--- src/rtl/instr_decode_if.sv ---
// ---------------------------------------------------------------------------
// instr_decode_if
//   Bundles the decode-stage signals: the fetched instruction and the
//   register-file write-back port coming in, and the decoded control,
//   operands, immediate and debug state going out.
//   master : drives instruction / instr_valid / wb_en / wb_addr / wb_data.
//   slave  : the decoder; drives rs_data, rt_data, imm_ext, dest_addr,
//            jump_target, alu_ctrl, reg_write, alu_src, mem_read, mem_write,
//            mem_to_reg, npc_sel, jump, illegal, instr_count.
// ---------------------------------------------------------------------------
interface instr_decode_if;
  logic [31:0] instruction;
  logic        instr_valid;
  logic        wb_en;
  logic [4:0]  wb_addr;
  logic [31:0] wb_data;

  logic [31:0] rs_data;
  logic [31:0] rt_data;
  logic [31:0] imm_ext;
  logic [4:0]  dest_addr;
  logic [25:0] jump_target;
  logic [2:0]  alu_ctrl;
  logic        reg_write;
  logic        alu_src;
  logic        mem_read;
  logic        mem_write;
  logic        mem_to_reg;
  logic        npc_sel;
  logic        jump;
  logic        illegal;
  logic [31:0] instr_count;

  modport master (
    output instruction, instr_valid, wb_en, wb_addr, wb_data,
    input  rs_data, rt_data, imm_ext, dest_addr, jump_target, alu_ctrl,
           reg_write, alu_src, mem_read, mem_write, mem_to_reg,
           npc_sel, jump, illegal, instr_count
  );

  modport slave (
    input  instruction, instr_valid, wb_en, wb_addr, wb_data,
    output rs_data, rt_data, imm_ext, dest_addr, jump_target, alu_ctrl,
           reg_write, alu_src, mem_read, mem_write, mem_to_reg,
           npc_sel, jump, illegal, instr_count
  );
endinterface

--- src/rtl/instr_decode.sv ---
// ---------------------------------------------------------------------------
// instr_decode
//   Decode stage of the single-cycle MIPS-lite core. Decodes the fetched
//   instruction into datapath control, extends imm16, reads two operands
//   from the 32x32 register file and accepts write-back from the end of the
//   datapath. Also keeps a retired-instruction counter and a sticky
//   illegal-opcode flag for debug.
//
// Ports
//   clk    : clock, all state updates on the rising edge
//   rst_n  : asynchronous active-low reset
//   bus    : instr_decode_if.slave (instruction, write-back in; decode out)
//
// Parameters
//   SP_INIT : reset value of $29
//   GP_INIT : reset value of $28
//
// Build option
//   WB_BYPASS_EN : when defined, a write-back to a non-zero index that
//                  matches rs/rt is forwarded to rs_data/rt_data in the same
//                  cycle. When undefined, reads see the old register value.
// ---------------------------------------------------------------------------
module instr_decode #(
  parameter logic [31:0] SP_INIT = 32'h7fff_effc,
  parameter logic [31:0] GP_INIT = 32'h1000_8000
) (
  input  logic           clk,
  input  logic           rst_n,
  instr_decode_if.slave  bus
);

  localparam logic [5:0] OP_RTYPE = 6'b000000;
  localparam logic [5:0] OP_ADDIU = 6'b001001;
  localparam logic [5:0] OP_ORI   = 6'b001101;
  localparam logic [5:0] OP_LUI   = 6'b001111;
  localparam logic [5:0] OP_LW    = 6'b100011;
  localparam logic [5:0] OP_SW    = 6'b101011;
  localparam logic [5:0] OP_BEQ   = 6'b000100;
  localparam logic [5:0] OP_J     = 6'b000010;

  localparam logic [5:0] FN_ADDU  = 6'b100001;
  localparam logic [5:0] FN_SUBU  = 6'b100011;
  localparam logic [5:0] FN_SLT   = 6'b101010;

  localparam logic [2:0] ALU_ADD  = 3'd0;
  localparam logic [2:0] ALU_SUB  = 3'd1;
  localparam logic [2:0] ALU_OR   = 3'd2;
  localparam logic [2:0] ALU_SLT  = 3'd3;

  logic [31:0] gpr_reg [32];
  logic [31:0] count_reg;
  logic        illegal_reg;

  logic [5:0]  opcode;
  logic [5:0]  funct;
  logic [4:0]  rs_idx;
  logic [4:0]  rt_idx;
  logic [4:0]  rd_idx;
  logic [15:0] imm16;

  assign opcode = bus.instruction[31:26];
  assign rs_idx = bus.instruction[25:21];
  assign rt_idx = bus.instruction[20:16];
  assign rd_idx = bus.instruction[15:11];
  assign imm16  = bus.instruction[15:0];
  assign funct  = bus.instruction[5:0];

  // -------------------------------------------------------------------------
  // Control decode. Raw decode first, then everything is forced to zero when
  // the slot is empty or the encoding is unsupported, so a bad or absent
  // instruction can never cause a write, a memory access or a redirect.
  // -------------------------------------------------------------------------
  logic       legal;
  logic       reg_write, alu_src, mem_read, mem_write, mem_to_reg, npc_sel, jump;
  logic [2:0] alu_ctrl;
  logic [4:0] dest_addr;

  always_comb begin
    legal      = 1'b1;
    reg_write  = 1'b0;
    alu_src    = 1'b0;
    mem_read   = 1'b0;
    mem_write  = 1'b0;
    mem_to_reg = 1'b0;
    npc_sel    = 1'b0;
    jump       = 1'b0;
    alu_ctrl   = ALU_ADD;
    dest_addr  = 5'd0;

    case (opcode)
      OP_RTYPE: begin
        reg_write = 1'b1;
        dest_addr = rd_idx;
        case (funct)
          FN_ADDU: alu_ctrl = ALU_ADD;
          FN_SUBU: alu_ctrl = ALU_SUB;
          FN_SLT:  alu_ctrl = ALU_SLT;
          default: legal    = 1'b0;
        endcase
      end
      OP_ADDIU: begin
        reg_write = 1'b1;
        alu_src   = 1'b1;
        dest_addr = rt_idx;
      end
      OP_ORI, OP_LUI: begin
        reg_write = 1'b1;
        alu_src   = 1'b1;
        alu_ctrl  = ALU_OR;
        dest_addr = rt_idx;
      end
      OP_LW: begin
        reg_write  = 1'b1;
        alu_src    = 1'b1;
        mem_read   = 1'b1;
        mem_to_reg = 1'b1;
        dest_addr  = rt_idx;
      end
      OP_SW: begin
        alu_src   = 1'b1;
        mem_write = 1'b1;
        dest_addr = rt_idx;
      end
      OP_BEQ: begin
        npc_sel   = 1'b1;
        alu_ctrl  = ALU_SUB;
        dest_addr = rt_idx;
      end
      OP_J: begin
        jump = 1'b1;
      end
      default: legal = 1'b0;
    endcase

    if (!(bus.instr_valid && legal)) begin
      reg_write  = 1'b0;
      alu_src    = 1'b0;
      mem_read   = 1'b0;
      mem_write  = 1'b0;
      mem_to_reg = 1'b0;
      npc_sel    = 1'b0;
      jump       = 1'b0;
      alu_ctrl   = ALU_ADD;
      dest_addr  = 5'd0;
    end
  end

  // Immediate extension depends only on the opcode field, not on validity.
  logic [31:0] imm_ext;
  always_comb begin
    case (opcode)
      OP_ORI:  imm_ext = {16'h0000, imm16};
      OP_LUI:  imm_ext = {imm16, 16'h0000};
      default: imm_ext = {{16{imm16[15]}}, imm16};
    endcase
  end

  // -------------------------------------------------------------------------
  // Register file reads. gpr_reg[0] is held at zero, so $0 reads need no
  // special case; the bypass explicitly excludes index 0 for the same reason.
  // -------------------------------------------------------------------------
  logic rs_hit, rt_hit;
`ifdef WB_BYPASS_EN
  assign rs_hit = bus.wb_en && (bus.wb_addr != 5'd0) && (bus.wb_addr == rs_idx);
  assign rt_hit = bus.wb_en && (bus.wb_addr != 5'd0) && (bus.wb_addr == rt_idx);
`else
  assign rs_hit = 1'b0;
  assign rt_hit = 1'b0;
`endif

  assign bus.rs_data = rs_hit ? bus.wb_data : gpr_reg[rs_idx];
  assign bus.rt_data = rt_hit ? bus.wb_data : gpr_reg[rt_idx];

  // -------------------------------------------------------------------------
  // State: register file, retired counter, sticky illegal flag.
  // Reset wins over a write presented on the same edge.
  // -------------------------------------------------------------------------
  always_ff @(posedge clk or negedge rst_n) begin
    if (!rst_n) begin
      for (int i = 0; i < 32; i++) begin
        gpr_reg[i] <= (i == 28) ? GP_INIT :
                      (i == 29) ? SP_INIT : 32'h0;
      end
      count_reg   <= 32'h0;
      illegal_reg <= 1'b0;
    end else begin
      if (bus.wb_en && (bus.wb_addr != 5'd0)) begin
        gpr_reg[bus.wb_addr] <= bus.wb_data;
      end
      if (bus.instr_valid) begin
        count_reg <= count_reg + 32'd1;  // wraps naturally
        if (!legal) begin
          illegal_reg <= 1'b1;
        end
      end
    end
  end

  assign bus.imm_ext     = imm_ext;
  assign bus.dest_addr   = dest_addr;
  assign bus.jump_target = bus.instruction[25:0];
  assign bus.alu_ctrl    = alu_ctrl;
  assign bus.reg_write   = reg_write;
  assign bus.alu_src     = alu_src;
  assign bus.mem_read    = mem_read;
  assign bus.mem_write   = mem_write;
  assign bus.mem_to_reg  = mem_to_reg;
  assign bus.npc_sel     = npc_sel;
  assign bus.jump        = jump;
  assign bus.illegal     = illegal_reg;
  assign bus.instr_count = count_reg;

endmodule

--- src/flat_wrapper.sv ---
// flat-port wrapper written by rule: the top's interface ports become plain ports
module instr_decode_flat 
#(
  parameter logic [31:0] SP_INIT = 32'h7fff_effc,
  parameter logic [31:0] GP_INIT = 32'h1000_8000
)
  (clk, rst_n, bus_instruction, bus_instr_valid, bus_wb_en, bus_wb_addr, bus_wb_data, bus_rs_data, bus_rt_data, bus_imm_ext, bus_dest_addr, bus_jump_target, bus_alu_ctrl, bus_reg_write, bus_alu_src, bus_mem_read, bus_mem_write, bus_mem_to_reg, bus_npc_sel, bus_jump, bus_illegal, bus_instr_count);
  instr_decode_if bus_i ();
  input  logic clk;
  input  logic rst_n;
  input wire logic [$bits(bus_i.instruction)-1:0] bus_instruction;
  input wire logic [$bits(bus_i.instr_valid)-1:0] bus_instr_valid;
  input wire logic [$bits(bus_i.wb_en)-1:0] bus_wb_en;
  input wire logic [$bits(bus_i.wb_addr)-1:0] bus_wb_addr;
  input wire logic [$bits(bus_i.wb_data)-1:0] bus_wb_data;
  output wire logic [$bits(bus_i.rs_data)-1:0] bus_rs_data;
  output wire logic [$bits(bus_i.rt_data)-1:0] bus_rt_data;
  output wire logic [$bits(bus_i.imm_ext)-1:0] bus_imm_ext;
  output wire logic [$bits(bus_i.dest_addr)-1:0] bus_dest_addr;
  output wire logic [$bits(bus_i.jump_target)-1:0] bus_jump_target;
  output wire logic [$bits(bus_i.alu_ctrl)-1:0] bus_alu_ctrl;
  output wire logic [$bits(bus_i.reg_write)-1:0] bus_reg_write;
  output wire logic [$bits(bus_i.alu_src)-1:0] bus_alu_src;
  output wire logic [$bits(bus_i.mem_read)-1:0] bus_mem_read;
  output wire logic [$bits(bus_i.mem_write)-1:0] bus_mem_write;
  output wire logic [$bits(bus_i.mem_to_reg)-1:0] bus_mem_to_reg;
  output wire logic [$bits(bus_i.npc_sel)-1:0] bus_npc_sel;
  output wire logic [$bits(bus_i.jump)-1:0] bus_jump;
  output wire logic [$bits(bus_i.illegal)-1:0] bus_illegal;
  output wire logic [$bits(bus_i.instr_count)-1:0] bus_instr_count;
  assign bus_i.instruction = bus_instruction;
  assign bus_i.instr_valid = bus_instr_valid;
  assign bus_i.wb_en = bus_wb_en;
  assign bus_i.wb_addr = bus_wb_addr;
  assign bus_i.wb_data = bus_wb_data;
  assign bus_rs_data = bus_i.rs_data;
  assign bus_rt_data = bus_i.rt_data;
  assign bus_imm_ext = bus_i.imm_ext;
  assign bus_dest_addr = bus_i.dest_addr;
  assign bus_jump_target = bus_i.jump_target;
  assign bus_alu_ctrl = bus_i.alu_ctrl;
  assign bus_reg_write = bus_i.reg_write;
  assign bus_alu_src = bus_i.alu_src;
  assign bus_mem_read = bus_i.mem_read;
  assign bus_mem_write = bus_i.mem_write;
  assign bus_mem_to_reg = bus_i.mem_to_reg;
  assign bus_npc_sel = bus_i.npc_sel;
  assign bus_jump = bus_i.jump;
  assign bus_illegal = bus_i.illegal;
  assign bus_instr_count = bus_i.instr_count;
  instr_decode #(.SP_INIT(SP_INIT), .GP_INIT(GP_INIT)) u_core (.clk(clk), .rst_n(rst_n), .bus(bus_i));
endmodule
--- config.mk ---
export PLATFORM = sky130hd
export DESIGN_NAME = instr_decode_flat
export DESIGN_NICKNAME = d
export VERILOG_FILES = /design/src/rtl/instr_decode_if.sv /design/src/rtl/instr_decode.sv /design/src/flat_wrapper.sv
export SDC_FILE = /design/constraint.sdc
export NUM_CORES = 2
export LEC_CHECK = 0
export CORE_MARGIN = 10
export CORE_UTILIZATION = 45
export CTS_CLUSTER_SIZE = 25
export DETAILED_ROUTE_END_ITERATION = 12
export HOLD_SLACK_MARGIN = 0.02
export SLEW_MARGIN = 20
export SYNTH_ARGS = -nofsm -noshare
export SYNTH_HDL_FRONTEND = slang
export SYNTH_SLANG_ARGS = --single-unit
--- constraint.sdc ---
create_clock -name clk -period 2.3 [get_ports clk]
set_input_delay 0.46 -clock clk [delete_from_list [all_inputs] [get_ports clk]]
set_output_delay 0.46 -clock clk [all_outputs]
set_load 0.01 [all_outputs]
==> impl_metrics.json <==
{
  "routabilityCongestion": 0.878,
  "ant_nets": 0,
  "required_ps": 1840,
  "grt_max_degree": 120,
  "cts_tree": "built",
  "cp_cell_sequence": "mux2i_1 > a22o_1 > nor3_4 > a31oi_1 > buf_4 > nand3_2 > buf_6",
  "layout.nets": 5462,
  "start_kind": "register",
  "drive_gt1_share_pct": 41.3,
  "die_h_um": 379,
  "dpl.cell_count": 6863,
  "yosys_warnings": 0,
  "synth-edff-count": 0,
  "grt_pass1_wl_mm": 293,
  "p_leak_nw": 35.0,
  "ys_seq_area_share_pct": 45.5,
  "drv_slew": 0,
  "cp_data_arrival_time_ps": 2200,
  "cts_sinks": 1057,
  "routed_wl_mm": 198,
  "pwr-share-seq_pct": 43.1,
  "drt_pass1_iterations": 6,
  "synth_top_cell_by_area": "dfrtp_1",
  "ios": 243,
  "stdcell_count": 7219,
  "dp_slack_ps": -1280,
  "htree_levels": 3,
  "p_comb_share_pct": 22.0,
  "final.setup.worst_slack_ps": -364,
  "largest_reg_flops": 1024,
  "rsz0062_at_grt": "true",
  "worst_slew_pin_slew_ps": 768,
  "ys.flop_type": "dfrtp_1",
  "clock_skew_ps": 28.4,
  "syn_area_sq_um": 58200,
  "coreArea_sq_um": 128000,
  "cpPeakStageDelay_ps": 430,
  "crit_path_end_kind": "primary output",
  "violations": "negative setup slack",
  "avgSynthCellArea_sq_um": 12.0,
  "die_width_um": 379,
  "p_switching_mw": 16.7,
  "grt_pass1_vias": 44300,
  "area_growth_pct": 28.1,
  "hpwl_mm": 125,
  "pwr_density_cell_nw_per_um2": 780,
  "finalHoldViolations": 0,
  "grt_usage_pct": 26.7,
  "vdd_drop_max_v": 0.000717,
  "final_util_pct": 58.2,
  "antenna_found_initial": 0,
  "yosysMostFrequentCell": "dfrtp_1",
  "p_total_mw": 58.1,
  "drt-vias-per-instance": 5.98,
  "syn-instance-count": 4841,
  "ys_top_cells_by_area": "dfrtp_1, mux2_2, mux2i_1",
  "path_max_fanout": 3,
  "placementRows": 131,
  "drtIter0Drc": 3646,
  "crit_slowest_cell": "dfrtp_1",
  "finalCriticalPeriod_ps": 2660,
  "drc": 0,
  "num_antenna_cells": 0,
  "initial_core_util_pct": 45.4,
  "cap_violations": 0,
  "fin_crit_sh_pct": 116,
  "cts_max_path_buffers": 3,
  "vias": 43200,
  "synth_cell_types": 55,
  "cts_root_buf": "clkbuf_16",
  "cts_buffers": 116,
  "switching_share_pct": 28.8,
  "die-area_sq_um": 144000,
  "path_delay_family": "flip-flops",
  "synth_commonest_cells": "dfrtp_1, mux2i_1, mux2_2, clkbuf_1, nand2_1",
  "port_buffers": 241,
  "status": "finished, violations left",
  "clk_pin_slew_ps": 60,
  "p_clk_share_pct": 34.9,
  "setup_viol": 70,
  "ys_ff_latch": 1057,
  "fin_area_sq_um": 74500,
  "p_int_mw": 41.4,
  "slew_headroom_pct": 48.8,
  "wire_per_inst_um": 27.4,
  "synth_fp_nets": 4915,
  "dpl_cell_area_sq_um": 66500,
  "worstSkewPairLatency_ps": 740,
  "max_freq_mhz": 375,
  "async_flop_share_pct": 100,
  "synth_top_area_share_pct": 44.2,
  "crit_type": "reg2out",
  "path_buf_inv": 2,
  "hold_class": "in2async",
  "grt-ovfl-total": 0
}
-- final cells by class --
class	instances	area [sq um]
clock inverters	38	592
multi-input cells	3272	30700
clock buffers	182	3590
repair buffers	938	10900
inverters	3	11.3
flip-flops and latches	1057	26500
fillers	10400	53500
well taps	1729	2160
-- per-stage QoR --
| stage | hold slack [ps] | setup TNS (ps) |
|---|---|---|
| after floorplan | 164 | 0 |
| after detailed placement | 346 | -256390 |
| final | 216 | -15840 |
| after CTS | 195 | -19280 |
| after global routing | 239 | -20130 |
| after global placement | 351 | -245130 |
-- cell usage in the layout, fill, tap and decap left out, types with 23 or more instances in the layout --
cell	n
nand3_1	153
clkbuf_8	40
mux2_2	960
nor2_4	24
buf_12	183
xnor2_1	23
buf_2	24
mux2_1	33
dfstp_2	30
buf_6	130
nor3_2	32
clkdlybuf4s50_1	106
nand2_1	204
buf_4	414
a22o_1	124
nand3_2	44
clkbuf_16	121
buf_16	23
mux2i_1	1006
dfrtp_1	1022
a22oi_1	193
a21oi_1	189
a31oi_1	23
nor3_4	34
a31oi_4	23
clkbuf_1	24
-- routing by layer --
| metal | vias to the layer above | global-route usage (%) | share of wire (%) |
|---|---|---|---|
| met5 | - | 0 | 0 |
| met4 | 0 | 9.73 | 3.7 |
| met3 | 324 | 3.40 | 5.9 |
| met2 | 1421 | 43.5 | 47 |
| met1 | 22500 | 36.2 | 44 |
| li1 | 18900 | - | - |
-- final timing paths --
| check | from | end | slack [ps] | depth (start not counted) |
|---|---|---|---|---|
| setup / recovery | u_core.gpr_reg[771] | bus_rt_data[3] | -360 | 7 |
| hold / removal | rst_n | u_core.gpr_reg[425] | 220 | 2 |
| setup reg to reg | u_core.bus.instr_count[9] | u_core.bus.instr_count[27] | 540 | 5 |
| hold reg to reg | u_core.gpr_reg[1021] | u_core.gpr_reg[1021] | 400 | 0 |
| max in group asynchronous | rst_n | u_core.gpr_reg[320] | 1000 | 3 |
| min in group clk | bus_instr_valid | u_core.bus.instr_count[0] | 350 | 3 |
-- worst reg2reg max path, cell delays in order, from the launching register on --
cell and delay [ps]:
dfrtp_1 430, and4_2 330, nand3_4 140, nor4_4 410
nand4_1 180, xnor2_1 150
-- repair_timing --
action,CTS,global route
setup buffers,98,35
endpoints found under the hold margin,310,0
pin swaps,175,126
cloned,22,3
setup endpoints to repair,114,103
hold buffers,1,0
resized for setup,851,109
-- power by group through the flow --
stage	sequential (mW)	clock, mW	combinational (mW)
after floorplan	24.3	0	7.79
after global placement	25.1	0	11.4
after detailed placement	25.2	0	11.6
after CTS	24.9	20.5	12.5
after global routing	25.5	21.3	13.8
final	25.1	20.3	12.8
-- cells by family (layout without fill, tap and decap cells) --
family	count (synthesis)	in the layout	synth area share, %
mux	2017	2017	36.9
xor+xnor	32	32	0.482
compound gates	608	608	7.15
simple gates	613	613	5.26
fa+ha+maj	1	1	0.0215
flops	1057	1057	45.5
other cells	1	1	0.00645
buf+inv	512	1161	4.67
No activity file was read; power rests on OpenSTA's default activity.
